==> src/rtl/ghost_scheduler.sv <==
// Round-robin scheduler that shares one ghost direction unit across all ghosts,
// owning their positions and last directions and stepping each ghost once per round.
module ghost_scheduler #(
    parameter int NUM_GHOSTS = 4,
    parameter int SETTLE     = 3,
    parameter int STEP       = 1,
    parameter int X_MAX      = 639,
    parameter int Y_MAX      = 479,
    parameter int HOME_X0    = 280,
    parameter int HOME_Y     = 240
) (
    input  logic                    clk,
    input  logic                    rst,
    input  logic                    step_tick,
    input  logic                    freeze,
    input  logic [3:0]              ghost_dir_in,
    output logic [10:0]             ghost_sel_x,
    output logic [9:0]              ghost_sel_y,
    output logic [3:0]              ghost_sel_prev_dir,
    output logic [11*NUM_GHOSTS-1:0] ghost_pos_x_all,
    output logic [10*NUM_GHOSTS-1:0] ghost_pos_y_all,
    output logic [4*NUM_GHOSTS-1:0]  ghost_dir_all,
    output logic                    busy,
    output logic                    round_done,
    output logic                    overrun
);

    localparam int IW = (NUM_GHOSTS > 1) ? $clog2(NUM_GHOSTS) : 1;

    localparam logic [3:0] DIR_RIGHT = 4'b0001;
    localparam logic [3:0] DIR_UP    = 4'b0010;
    localparam logic [3:0] DIR_DOWN  = 4'b0100;
    localparam logic [3:0] DIR_LEFT  = 4'b1000;

    typedef enum logic [2:0] {IDLE, LOAD, WAIT, CAPTURE, DONE} state_t;

    state_t          state, state_n;
    logic [IW-1:0]   idx;
    logic [3:0]      cnt;
    logic            pending;
    logic            start;
    logic            last;

    logic [10:0]     gx [NUM_GHOSTS];
    logic [9:0]      gy [NUM_GHOSTS];
    logic [3:0]      gd [NUM_GHOSTS];

    // Coordinates are widened by one bit so the sum/difference never wraps before clamping.
    function automatic logic [11:0] sat_inc(input logic [11:0] v, input logic [11:0] lim);
        logic [11:0] s;
        s = v + 12'(STEP);
        return (s > lim) ? lim : s;
    endfunction

    function automatic logic [11:0] sat_dec(input logic [11:0] v);
        return (v < 12'(STEP)) ? 12'd0 : v - 12'(STEP);
    endfunction

    assign last       = (idx == IW'(NUM_GHOSTS - 1));
    assign busy       = (state != IDLE);
    assign round_done = (state == DONE);

    always_ff @(posedge clk) begin
        if (rst) begin
            state <= IDLE;
        end else begin
            state <= state_n;
        end
    end

    always_comb begin
        state_n = state;
        start   = 1'b0;
        case (state)
            IDLE: begin
                if ((step_tick || pending) && !freeze) begin
                    state_n = LOAD;
                    start   = 1'b1;
                end
            end
            LOAD:    state_n = WAIT;
            WAIT:    if (cnt == 4'(SETTLE - 1)) state_n = CAPTURE;
            CAPTURE: state_n = last ? DONE : LOAD;
            DONE:    state_n = IDLE;
            default: state_n = IDLE;
        endcase
    end

    // A tick arriving while busy is queued once; a second one is lost and flagged.
    always_ff @(posedge clk) begin
        if (rst) begin
            idx     <= '0;
            cnt     <= '0;
            pending <= 1'b0;
            overrun <= 1'b0;
        end else begin
            if (state == LOAD) begin
                cnt <= '0;
            end else if (state == WAIT) begin
                cnt <= cnt + 4'd1;
            end

            if (start || state == DONE) begin
                idx <= '0;
            end else if (state == CAPTURE && !last) begin
                idx <= idx + IW'(1);
            end

            if (start) begin
                pending <= 1'b0;
            end else if (step_tick && state != IDLE) begin
                if (pending) begin
                    overrun <= 1'b1;
                end else begin
                    pending <= 1'b1;
                end
            end
        end
    end

    always_ff @(posedge clk) begin
        if (rst) begin
            for (int i = 0; i < NUM_GHOSTS; i++) begin
                gx[i] <= 11'(HOME_X0 + 20 * i);
                gy[i] <= 10'(HOME_Y);
                gd[i] <= 4'b0000;
            end
        end else if (state == CAPTURE && $onehot(ghost_dir_in)) begin
            for (int i = 0; i < NUM_GHOSTS; i++) begin
                if (idx == IW'(i)) begin
                    gd[i] <= ghost_dir_in;
                    case (ghost_dir_in)
                        DIR_RIGHT: gx[i] <= 11'(sat_inc({1'b0, gx[i]}, 12'(X_MAX)));
                        DIR_LEFT:  gx[i] <= 11'(sat_dec({1'b0, gx[i]}));
                        DIR_UP:    gy[i] <= 10'(sat_dec({2'b00, gy[i]}));
                        DIR_DOWN:  gy[i] <= 10'(sat_inc({2'b00, gy[i]}, 12'(Y_MAX)));
                        default:   gd[i] <= gd[i];
                    endcase
                end
            end
        end
    end

    always_comb begin
        ghost_sel_x        = gx[0];
        ghost_sel_y        = gy[0];
        ghost_sel_prev_dir = gd[0];
        for (int i = 1; i < NUM_GHOSTS; i++) begin
            if (idx == IW'(i)) begin
                ghost_sel_x        = gx[i];
                ghost_sel_y        = gy[i];
                ghost_sel_prev_dir = gd[i];
            end
        end
    end

    for (genvar g = 0; g < NUM_GHOSTS; g++) begin : g_pack
        assign ghost_pos_x_all[11*g +: 11] = gx[g];
        assign ghost_pos_y_all[10*g +: 10] = gy[g];
        assign ghost_dir_all[4*g +: 4]     = gd[g];
    end

endmodule
==> config.mk <==
export PLATFORM = sky130hd
export DESIGN_NAME = ghost_scheduler
export DESIGN_NICKNAME = d
export VERILOG_FILES = /design/src/rtl/ghost_scheduler.sv
export SDC_FILE = /design/constraint.sdc
export NUM_CORES = 1
export LEC_CHECK = 0
export ABC_AREA = 1
export ABC_CLOCK_PERIOD_IN_PS = 5050
export CORE_MARGIN = 5
export CORE_UTILIZATION = 66
export DETAILED_ROUTE_END_ITERATION = 16
export DONT_BUFFER_PORTS = 1
export PLACE_DENSITY = 0.82
export SYNTH_ARGS = -nofsm -noshare
export SYNTH_HDL_FRONTEND = slang
export SYNTH_SLANG_ARGS = --single-unit
==> constraint.sdc <==
create_clock -name clk -period 5.05 [get_ports clk]
set_clock_uncertainty 0.15 [all_clocks]
set_input_delay 1.2625 -clock clk [delete_from_list [all_inputs] [get_ports clk]]
set_output_delay 1.2625 -clock clk [all_outputs]
set_load 0.1 [all_outputs]
**Yosys cells after proc, flatten, opt, wreduce, memory -nomap -nowiden**

Memory sizes are Yosys's and may differ from the RTL's.
Index checks and enable logic that the tools add are counted.

- Output and inout port bits: 128
- Word-level logic and storage cells: 260
- ROM bits: 0
- Memories kept: 3
- Input bits: 8
- Bits in registers: 11
- RAM bits: 100
- Bits in latches: 0

Memory list:

| name | words | bits a word | rd ports | clocked after Yosys merged registers in | write ports | line | RTL |
|---|---|---|---|---|---|---|---|
| gx | 4 | 11 | 4 | 0 | 4 | 44 | `logic [10:0] gx [NUM_GHOSTS];` |
| gy | 4 | 10 | 4 | 0 | 4 | 45 | `logic [9:0] gy [NUM_GHOSTS];` |
| gd | 4 | 4 | 4 | 0 | 4 | 46 | `logic [3:0] gd [NUM_GHOSTS];` |

- Equality and inequality tests: 15
- Shift-type cells: 0
- $add $sub $neg: 21
- Reductions and logical operators: 17
- Multiplexer cells: 158
- Div/mod/pow operators: 0
- $lt $le $gt $ge: 16
- Multipliers: 0
- Bitwise gates (word level): 25

Operators by type and width:

| kind | count |
|---|---|
| $mux 11 | 19 |
| $mux 10 | 19 |
| $mux 1 | 105 |
| $add 11x1->12 const B | 4 |
| $gt 12x10->1 const B | 4 |
| $add 10x1->11 const B | 4 |
| $gt 11x9->1 const B | 4 |
| $lt 11x1->1 const B | 4 |
| $mux 4 | 11 |
| $sub 11x1->11 const B | 4 |
| $lt 10x1->1 const B | 4 |
| $sub 10x1->10 const B | 4 |
| $or 1x1->1 | 24 |
| $pmux 3 s4 | 1 |
| $mux 3 | 3 |
| $eq 4x2->1 const B | 2 |
| $eq 3x1->1 const B | 2 |
| $eq 3x2->1 const B | 2 |
| $reduce_or 2->1 | 3 |
| $add 1x1->2 | 2 |
| $add 4x1->4 const B | 1 |
| $eq 2x2->1 const B | 2 |
| $eq 4x1->1 const B | 1 |
| $eq 4x3->1 const B | 1 |
| other kinds (16) | 22 |

**Depth between registers and ports, before layout**

Gate-level depths: netlist of the first run.

- Depth in word-level cells: 9
- Mapped depth: 16
- Mapped depth without buffers: 16

**Least setup slack after synthesis of the first run**

No wires, ideal clock.

- Path kind: register to output
- Start: memory gy[3][0]
- End: output ghost_sel_y[0]
- Arrival time: 3.454 ns
- Path buffers: 0
- Stages on the path, launching flop included: 3
- Required time: 3.638 ns
- Setup slack: 0.184 ns
- Cells stage by stage: edfxtp_1 -> inv_1 -> o21ai_0

RTL lines:

| what | line | RTL |
|---|---|---|
| start, declared | 45 |  |
| end, declared | 18 | `output logic [9:0] ghost_sel_y,` |

==> results.md, run 1 <==
* Status: complete, no violations
* Routed Wire Length at 29230 um
* Arrival time at the worst endpoint at 4.12 ns
* First-pass DRT Iterations at 5
* Post-Place Setup Slack at about 0.42 ns
* DR WL/cell at 18.25 um
* Reg2Reg Capture Point: gx[1][2]$_SDFFCE_PN1P_
* Unrepaired setup endpoints after global routing: no
* Synthesized-area fraction occupied by and/or/nand/nor cells at 0.3174
* Full die area at about 17000 um2
* Commonest non-fill, non-tap cells in the layout: nand2_1, inv_1, nor2_1
* Static Leak at approximately 4.6 nW
* Via/cell ratio at 6.138
* Commonest non-fill, non-tap cell in the layout: nand2_1
* Die width at 129.7 um
* Hold Vio Cnt, Final at 0
* First-pass GRT wire length at 46090 um
* Cell area after synthesis at approximately 9400 um2
* Post-place instance area at 10350 um2
* Skew-Pair Late Insertion Delay at about 0.36 ns
* Slowest CP cell: fa_1
* Worst EP required at ~4.9 ns
* Main combinational cell family by area after synthesis: simple AND/OR/NAND/NOR gates
* Post-synthesis mux area share at 0
* Routed via count at 9827
* Hold_sp: pending$_SDFFE_PP0P_
* Maximum VDD drop at 0.1604 mV
* Syn Area/Cell at 7.020 um2
* Synth Net Count at 1386
* Rows at 43
* Postcts setup bufs at 0
* IO buf count at 0
* Critical path's largest stage delay at 0.55 ns
* FFs w/ async S/R, synth at 0
* DP HPWL at 22800 um
* GR Util met1 at 0.4343
* I/O pin count at between 100 and 150
* Adder-cell share of the synthesized area at 0.04317
* GRT met2 Usage at 0.5802
* Reg2reg start: gx[1][1]$_SDFFCE_PN0P_
* Period utilization at 0.8460
* Crit-path cells: inv_1, fa_1, inv_1, ha_1, ha_1, nor2_1, nand2_1, nor2_2, buf_4, nand2_4, nor2_2, inv_2, nand2_1
* Max-cap violation count at 0
* Worst setup SP type: primary input
* CTS resizes at 0
* Placer Congestion at just over 1
* Setup TNS at 0 ns
* Sequential share of the synthesized area at 0.3411
* Final slew viol count at 0
* Slew @ Worst Pin at 1.181 ns
* Post-route cell area at 10630 um2
* Slew HR at 0.2129
* Post-synthesis compound-gate area fraction at 0.1417
* Ys flop type: edfxtp_1
* #FFs+latches synth at 111
* Final ANT Viol Nets at 0
* Highest clock rate at 234.1 MHz
* Pwr Density at between 200 and 250 nW/um2
* Worst hold path stage count at 2
* Root buf cell: clkbuf_16
* Post-synthesis cell type count at 46
* Met3 GRT Util at 0.07997
* Post-synth EDFFs at 100
* Drc violations at 0
* Total CTS buffers at 9
* Setup violations, final at 0
* Clk buf depth at 2
* Reg2Reg Setup Slack at about 1.8 ns
* Xor and xnor area share after synthesis at 0.06674
* Critical-path maximum fanout at 11
* Gate Count Post-Synth at approximately 1300
* Layout cell share with drive strength beyond 1 at 0.1351
* Worst setup margin at 0.7778 ns
* Initial antenna violation count at 0
* Busiest grt layer: met2
* Layout Nets at 1456
* Critical path class: primary input to flip-flop
* Syn. warnings at 0
* Drt initial violations at 944
* Min-Delay Path Class: flip-flop to flip-flop
* Hold-fix buffers, CTS at 0
* Via count of the first global-routing pass at 9054
* Worst reg2reg path depth at 10
* # diodes at 0
* Die height at about 130 um
* Area Growth Syn to Fin at 12.53%
* Clk sinks at around 110
* Crit. End Element: flip-flop
* Gr ovfl total at 0
* Core Region at approximately 14000 um2
* PnR Total Power at 2.397 mW
* CTS tree: done
* Initial Util at 0.6781
* Clock transition at the registers of the reported paths at 0.07 ns
* Fin crit period at approximately 4.3 ns
* Hold endpoint: pending$_SDFFE_PP0P_
* All-Layer GR Usage at 0.3466
* Largest net degree at the start of global routing at 43
* CTS H-Tree Depth at 3
==> per-layer routing <==
| metal | vias to the layer above | share of wire |
|---|---|---|
| li1 | 4634 | - |
| met5 | - | 0 |
| met3 | 99 | 0.11 |
| met1 | 4523 | 0.38 |
| met4 | 0 | 0.038 |
| met2 | 571 | 0.47 |
==> power breakdown <==
group	switching [mW]	total (mW)	internal (mW)
logic	0.470	0.592	0.122
clock network	0.334	0.699	0.365
registers	0.0753	1.11	1.03
==> worst max path at each step <==
stage                                  start                     end  slack, ns  cells after the start
after global routing         ghost_dir_in[0]  gx[0][6]$_SDFFCE_PN0P_       0.58                     12
after global placement       ghost_dir_in[0]  gx[1][4]$_SDFFCE_PN0P_       0.55                     13
after floorplan           gy[3][0]$_DFFE_PP_          ghost_sel_y[0]       0.18                      2
final                        ghost_dir_in[0]  gx[1][4]$_SDFFCE_PN0P_       0.78                     13
after CTS                    ghost_dir_in[0]  gx[1][4]$_SDFFCE_PN0P_       0.78                     13
after detailed placement     ghost_dir_in[0]  gx[1][7]$_SDFFCE_PN0P_       0.42                     13
==> cell usage after synthesis (8+ instances only) <==
cell type | instances | area share
inv_1 | 154 | 0.061
nor3_1 | 20 | 0.011
nand2_2 | 8 | 0.0053
nand4_1 | 29 | 0.019
dfxtp_1 | 11 | 0.023
nand2_1 | 320 | 0.13
clkbuf_1 | 19 | 0.0075
nand3_1 | 121 | 0.064
xor2_1 | 57 | 0.053
nor2_1 | 148 | 0.059
o21ai_0 | 92 | 0.049
ha_1 | 31 | 0.041
xnor2_1 | 15 | 0.014
o211ai_1 | 50 | 0.040
o21ai_1 | 10 | 0.0053
nor2_2 | 14 | 0.0093
buf_2 | 14 | 0.0074
a21oi_1 | 62 | 0.033
edfxtp_1 | 100 | 0.32
inv_2 | 12 | 0.0048
==> area by class of cell <==
cell class / instances / area (um2)
multi-input combinational: 1022 / 5475
tap: 180 / 225.2
timing repair buffer: 104 / 800.8
inverter: 168 / 630.6
sequential: 111 / 3223
clock inverter: 3 / 16.27
fill: 1124 / 3302
clock buffer: 13 / 261.5
==> logic make-up after synthesis <==
| kind of cell | Yosys count |
|---|---|
| buffers and inverters | 213 |
| flip-flops | 111 |
| AO/OA/AOI/OAI | 234 |
| adder cells (fa/ha/maj) | 32 |
| AND/OR/NAND/NOR | 684 |
| XOR/XNOR | 72 |
==> state kept, by name (all words and copies together), names as in the netlist <==
signal   cells
gd          16
gx          44
gy          40
overrun      1
idx          2
pending      1
state        3
cnt          4
==> through the flow <==
step / instances / hold WS, ns / util
2_1_floorplan: 1346 / 0.3019 / -
3_3_place_gp: 1585 / 0.3202 / 0.7431
3_5_place_dp: 1585 / 0.3192 / 0.7431
4_1_cts: 1601 / 0.3302 / 0.7630
5_1_grt: 1601 / 0.3695 / 0.7630
6_report: 1601 / 0.3275 / 0.7630
==> worst max-delay path, delay by kind of cell <==
family	cells	cell delay [ns]
simple gates	6	1.33
buf+inv	4	0.51
fa+ha+maj	3	1.00
No activity file was read; power rests on OpenSTA's default activity.
==> inputs of run 2 (changes only) <==
--- a/config.mk
+++ b/config.mk
@@ -6,7 +6,7 @@
 export NUM_CORES = 1
 export LEC_CHECK = 0
 export ABC_AREA = 1
-export ABC_CLOCK_PERIOD_IN_PS = 5050
+export ABC_CLOCK_PERIOD_IN_PS = 4100
 export CORE_MARGIN = 5
 export CORE_UTILIZATION = 66
 export DETAILED_ROUTE_END_ITERATION = 16
==> constraint.sdc (replaced) <==
create_clock -name clk -period 4.1 [get_ports clk]
set_clock_uncertainty 0.15 [all_clocks]
set_input_delay 1.025 -clock clk [delete_from_list [all_inputs] [get_ports clk]]
set_output_delay 1.025 -clock clk [all_outputs]
set_load 0.1 [all_outputs]
==> run 2 against run 1 <==
Compared with the run above:
- the flow now finishes with violations (design-rule violations)
- final cell count grew 2.3%
- highest routed layer unchanged
- sequential share of layout area decreased by 1.7 points
- register-to-register slack got worse by 0.91 ns
- non-clock buffer count rose by 37
- total power up 29%
- global-route usage decreased by 1.1 points
- largest cell class unchanged
- die area unchanged
- worst setup slack worse by 0.49 ns
- worst hold slack improved by 0.018 ns
- sequential power grew 19%
- wire length down 2.6%
==> results.md, run 2 (same netlist as run 1, synthesis figures left out) <==
* Arrival time at the worst endpoint at 2.64 ns (-1.48 ns)
* # diodes at 0 (unchanged)
* Slew @ Worst Pin at 1.106 ns (-0.07509 ns)
* Critical path class: flip-flop to output pin
* Failing checks: design-rule violations
* Max reg flops at 44 (unchanged)
* Core Region at 13930 um2 (unchanged)
* Area Growth Syn to Fin at 19.09%
* Routed via count at 9920 (+0.95%)
* Max-cap violation count at 0 (unchanged)
* Fill cells at 992 (-12%)
* Drt initial violations at 1292 (+37%)
* Status: finished, violations left
* CTS H-Tree Depth at 3 (unchanged)
* Pwr Density at 273.9 nW/um2 (+22%)
* Clk sinks at 111 (unchanged)
* Net Sw Frac at 0.3569 (-0.01004)
* Fin cells at 1638 (+2.3%)
* All-Layer GR Usage at 0.3353 (-0.01134)
* Slew HR at 0.2630 (+0.05006)
* I/O pin count at 136 (unchanged)
* Critical-path maximum fanout at 15 (+4)
* Maximum VDD drop at 0.2073 mV (+29%)
* Worst setup SP type: flip-flop
* Gr ovfl total at 0 (unchanged)
* Routed Wire Length at 28480 um (-2.6%)
* Final ANT Viol Nets at 0 (unchanged)
* Comb pwr share at 0.272 (+0.025)
* Period utilization at 0.9298
* Clock transition at the registers of the reported paths at 0.07 ns (about the same)
* Initial Util at 0.6781 (unchanged)
* Initial antenna violation count at 0 (unchanged)
* Total CTS buffers at 9 (unchanged)
* Worst EP required at 2.92 ns (-1.98 ns)
* Final slew viol count at 0 (unchanged)
* Full die area at 16810 um2 (unchanged)
* Layout cell share with drive strength beyond 1 at 0.1591 (+0.02401)
* Largest net degree at the start of global routing at 30 (-30%)
* WHS at 0.3453 ns (+0.01785 ns)
* Seq pwr share at 0.429 (-0.032)
* Post-place instance area at 10940 um2 (+5.7%)
* CTS resizes at 0 (unchanged)
* Hold-fix buffers, CTS at 0 (unchanged)
* Skew-Pair Late Insertion Delay at 0.36 ns (about the same)
* Layout Nets at 1493 (+2.5%)
* Placer Congestion at 1.014 (-0.30%)
* Drc violations at 1 (+1)
* Fin crit period at 3.812 ns
* Unrepaired setup endpoints after global routing: no
* PnR Total Power at 3.083 mW (+29%)
* Static Leak at 4.920 nW (+6.7%)
* Post-route cell area at 11250 um2 (+5.8%)
* Postcts setup bufs at 0 (unchanged)
* Setup violations, final at 0 (unchanged)
* First-pass DRT Iterations at 13 (+8)
* Clock share of power at 0.299 (+0.007)
* Sw Pwr at 1.100 mW (+25%)
* Cells after DPL at 1622 (+2.3%)
* Rows at 43 (unchanged)
* Min-Delay Path Class: flip-flop to flip-flop
* Most flops, register: gx
* DP HPWL at 22110 um (-3.0%)
* IO buf count at 0 (unchanged)
* Setup TNS at 0 ns (unchanged)
* First-pass GRT wire length at 45170 um (-2.0%)
* Commonest non-fill, non-tap cells in the layout: nand2_1, inv_1, nor2_1
* Via/cell ratio at 6.056 (-1.3%)
* Crit. End Element: output pin
* Highest clock rate at between 200 and 300 MHz
* Largest registers: gx: 44 flops, gy: 40 flops, gd: 16 flops
* DR WL/cell at 17.39 um (-4.8%)
* Via count of the first global-routing pass at 9170 (+1.3%)
* Internal power at 1.982 mW (+31%)
* Die height at 129.7 um (unchanged)
* CTS tree: done
* Hold Vio Cnt, Final at 0 (unchanged)
* Root buf cell: clkbuf_16
* Clk buf depth at 2 (unchanged)
* Commonest non-fill, non-tap cell in the layout: nand2_1
* Die width at 129.7 um (unchanged)
-- run 2: final timing paths --
path,depth (start not counted),endpoint,slack (ns),start
worst max-delay path,6,ghost_sel_x[4],0.29,idx[0]$_SDFFE_PP0P_
worst min-delay path,2,pending$_SDFFE_PP0P_,0.35,pending$_SDFFE_PP0P_
worst max register to register,7,gx[1][5]$_SDFFCE_PN1P_,0.93,idx[0]$_SDFFE_PP0P_
worst min register to register,2,pending$_SDFFE_PP0P_,0.35,pending$_SDFFE_PP0P_
-- run 2: final cells by class --
| class | count | area (um2) | area share |
|---|---|---|---|
| tap | 180 | 225.2 | 0.02001 |
| multi-input combinational | 1022 | 5475 | 0.4865 |
| clock buffer | 14 | 300.3 | 0.02668 |
| clock inverter | 2 | 10.01 | 0.0008895 |
| inverter | 168 | 630.6 | 0.05604 |
| sequential | 111 | 3223 | 0.2864 |
| timing repair buffer | 141 | 1389 | 0.1234 |
-- run 2: worst max-delay path: stages (launching register included) --
cell	delay, ns
dfxtp_1	0.40
ha_1	0.55
inv_1	0.40
o211ai_1	0.42
o211ai_1	0.16
o21ai_2	0.13
buf_12	0.20
-- run 2: per-layer routing --
metal | track usage | share of wire | up-vias | wire, um
met2 | 0.5626 | 0.48 | 580 | 13720
met4 | 0.1504 | 0.039 | 0 | 1120
met5 | 0 | 0 | - | 0
met3 | 0.06224 | 0.10 | 95 | 2950
li1 | - | - | 4718 | -
met1 | 0.4220 | 0.38 | 4527 | 10680
-- run 2: power by group through the flow --
stage	Clock (mW)	Combinational, mW	Sequential (mW)
3_5_place_dp	0	0.831	1.34
4_1_cts	0.913	0.834	1.32
5_1_grt	0.959	0.885	1.33
3_3_place_gp	0	0.819	1.34
2_1_floorplan	0	0.437	1.52
6_report	0.922	0.838	1.32
-- run 2: metrics by stage --
stage / setup WS (ns) / utilization
after floorplan: 0.2280 / -
after global placement: 0.2330 / 0.7853
after detailed placement: 0.07847 / 0.7853
after CTS: 0.3165 / 0.8076
after global routing: 0.1158 / 0.8076
final: 0.2880 / 0.8076
==> inputs of run 3 (changes only) <==
--- a/config.mk
+++ b/config.mk
@@ -8,10 +8,11 @@
 export ABC_AREA = 1
 export ABC_CLOCK_PERIOD_IN_PS = 4100
 export CORE_MARGIN = 5
-export CORE_UTILIZATION = 66
+export CORE_UTILIZATION = 60
 export DETAILED_ROUTE_END_ITERATION = 16
 export DONT_BUFFER_PORTS = 1
-export PLACE_DENSITY = 0.82
+export GPL_TIMING_DRIVEN = 0
+export PLACE_DENSITY = 0.76
 export SYNTH_ARGS = -nofsm -noshare
 export SYNTH_HDL_FRONTEND = slang
 export SYNTH_SLANG_ARGS = --single-unit
==> run 3 against run 2 <==
Compared with the run above:
- the flow now finishes without violations
- clock-buffer cell count shrank 2
- worst hold slack gained 0.0088 ns
- via count shrank 7.4%
- sequential share of layout area grew 2.7 points
- die area grew 9.2%
- sequential cell count is the same
- total power shrank 5.8%
- critical endpoint is now ghost_sel_prev_dir[0]
- largest cell class unchanged
==> results.md, run 3 (same netlist as run 1, synthesis figures left out) <==
* Layout Nets at 1398 (-6.4%)
* Fill cells at 1402 (+41%)
* Routed via count at 9189 (-7.4%)
* Via/cell ratio at 5.838 (-3.6%)
* Slew HR at 0.2117 (-0.05129)
* Total CTS buffers at 9 (unchanged)
* Fin crit period at 3.911 ns (+0.09939 ns)
* CTS H-Tree Depth at 3 (unchanged)
* Hold endpoint: pending$_SDFFE_PP0P_
* Drc violations at 0 (-1)
* Initial Util at 0.6170 (-0.06111)
* Static Leak at 4.258 nW (-13%)
* Final ANT Viol Nets at 0 (unchanged)
* Placer Congestion at 0.9515 (-6.2%)
* CTS tree: done
* Crit-path cells: inv_1, ha_1, clkinv_1, clkbuf_1, o21ai_0, o21ai_2
* Register area at 3223 um2 (unchanged)
* Reg2Reg Setup Slack at 0.91 ns (-0.02 ns)
* Unrepaired setup endpoints after global routing: no
* Die height at 135.5 um (+4.5%)
* Rows at 45 (+4.7%)
* Clk sinks at 111 (unchanged)
* Period utilization at 0.9540 (+0.02424)
* Maximum VDD drop at 0.1941 mV (-6.4%)
* Worst setup SP type: flip-flop
* Die width at 135.5 um (+4.5%)
* Largest registers: gx: 44 flops, gy: 40 flops, gd: 16 flops
* Hold Vio Cnt, Final at 0 (unchanged)
* PnR Total Power at 2.904 mW (-5.8%)
* Clk buf depth at 2 (unchanged)
* Skew-Pair Late Insertion Delay at 0.37 ns (about the same)
* Most flops, register: gx
* Final core occ at 0.6708 (-0.1367)
* Critical path's largest stage delay at 0.89 ns (+0.34 ns)
* Routed Wire Length at 27640 um (-2.9%)
* Commonest non-fill, non-tap cells in the layout: nand2_1, inv_1, nor2_1
* First-pass DRT Iterations at 5 (-8)
* Worst hold path stage count at 2 (unchanged)
* DP HPWL at 21630 um (-2.2%)
* Slowest CP cell: o21ai_2
* Area Growth Syn to Fin at 8.726%
* Max-cap violation count at 0 (unchanged)
* Initial antenna violation count at 0 (unchanged)
* Crit. End Element: output pin
* Critical-path maximum fanout at 10 (-5)
* Drt initial violations at 726 (-44%)
* Gr ovfl total at 0 (unchanged)
* Hold-fix buffers, CTS at 0 (unchanged)
* # diodes at 0 (unchanged)
* IO buf count at 0 (unchanged)
* Worst EP required at 2.92 ns (about the same)
* Reg2Reg Capture Point: gy[3][0]$_DFFE_PP_
* Worst reg2reg path depth at 9 (+2)
* Via count of the first global-routing pass at 8562 (-6.6%)
* Final slew viol count at 0 (unchanged)
* Critical path class: flip-flop to output pin
* Min-Delay Path Class: flip-flop to flip-flop
* Slew @ Worst Pin at 1.182 ns (+0.07694 ns)
* Full die area at 18360 um2 (+9.2%)
* Status: complete, no violations
* DR WL/cell at 17.56 um (+1.0%)
* I/O pin count at 136 (unchanged)
* Highest clock rate at 255.7 MHz (-2.5%)
* Layout cell share with drive strength beyond 1 at 0.08804 (-0.07108)
* Clock transition at the registers of the reported paths at 0.08 ns (about the same)
* Commonest non-fill, non-tap cell in the layout: nand2_1
* Pwr Density at 282.7 nW/um2 (+3.2%)
* All-Layer GR Usage at 0.3011 (-0.03422)
* First-pass GRT wire length at 44220 um (-2.1%)
* Core Region at 15310 um2 (+9.9%)
* Postcts setup bufs at 0 (unchanged)
* Root buf cell: clkbuf_16
* Hold_sp: pending$_SDFFE_PP0P_
* Setup violations, final at 0 (unchanged)
* Largest net degree at the start of global routing at 18 (-40%)
* Crit. Startpoint: idx[0]$_SDFFE_PP0P_
* Multi-input logic area at 5657 um2 (+3.3%)
* Max reg flops at 44 (unchanged)
* Reg2reg start: gy[3][0]$_DFFE_PP_
* Arrival time at the worst endpoint at 2.74 ns (+0.10 ns)
[run 3: cell types whose count changed in the layout (fill, tap and decap cells not counted), sizes merged]
| cell | change |
|---|---|
| clkinvlp | +2 |
| clkbuf | +18 |
| buf | -115 |
[run 3: critical path, delay by kind of cell (launching register included)]
kind	cells	cell delay, ns
buf+inv	3	0.64
fa+ha+maj	1	0.20
compound gates	2	1.13
flops	1	0.40
[run 3: final cells by class]
class	count	share of cell area
Buffer	45	0.02168
Clock buffer	12	0.02302
Clock inverter	4	0.002436
Inverter	168	0.06138
Multi-Input combinational cell	1022	0.5506
Sequential cell	111	0.3137
Tap cell	211	0.02570
Timing Repair Buffer	1	0.001461
[run 3: stage by stage]
stage | TNS [ns] | cell area, um2 | instances | setup slack, ns | hold slack (ns)
after CTS | -4.487 | 10100 | 1574 | -0.2490 | 0.3397
after global routing | 0 | 10270 | 1574 | 0.01027 | 0.3529
after global placement | -10.14 | 9713 | 1557 | -0.3335 | 0.3264
final | 0 | 10270 | 1574 | 0.1886 | 0.3541
after floorplan | 0 | 9449 | 1346 | 0.2280 | 0.3019
after detailed placement | -11.75 | 9827 | 1558 | -0.3955 | 0.3294
[run 3: timing repair]
action,4_1_cts,5_1_grt
pin swaps,0,2
gates cloned,0,0
hold endpoints to repair,0,0
setup endpoints to repair,25,55
resized for setup,2,33
[run 3: routing by layer]
layer,track usage,wire [um],up-vias
li1,-,-,4533
met1,0.3947,11520,4249
met2,0.4895,12720,355
met3,0.06649,2628,52
met4,0.1120,771,0
met5,0,0,-
[run 3: power breakdown]
part / internal, mW / total [mW] / switching, mW
combinational: 0.119 / 0.548 / 0.428
clock: 0.412 / 0.839 / 0.427
sequential: 1.27 / 1.52 / 0.247
total: 1.80 / 2.90 / 1.10
[run 3: how the worst max path moves through the flow]
stage,to
final,ghost_sel_prev_dir[0]
after global routing,gy[0][6]$_SDFFCE_PN1P_
after CTS,ghost_sel_x[4]
after detailed placement,gd[3][0]$_SDFFCE_PN0P_
after global placement,gd[3][0]$_SDFFCE_PN0P_
after floorplan,ghost_sel_y[0]
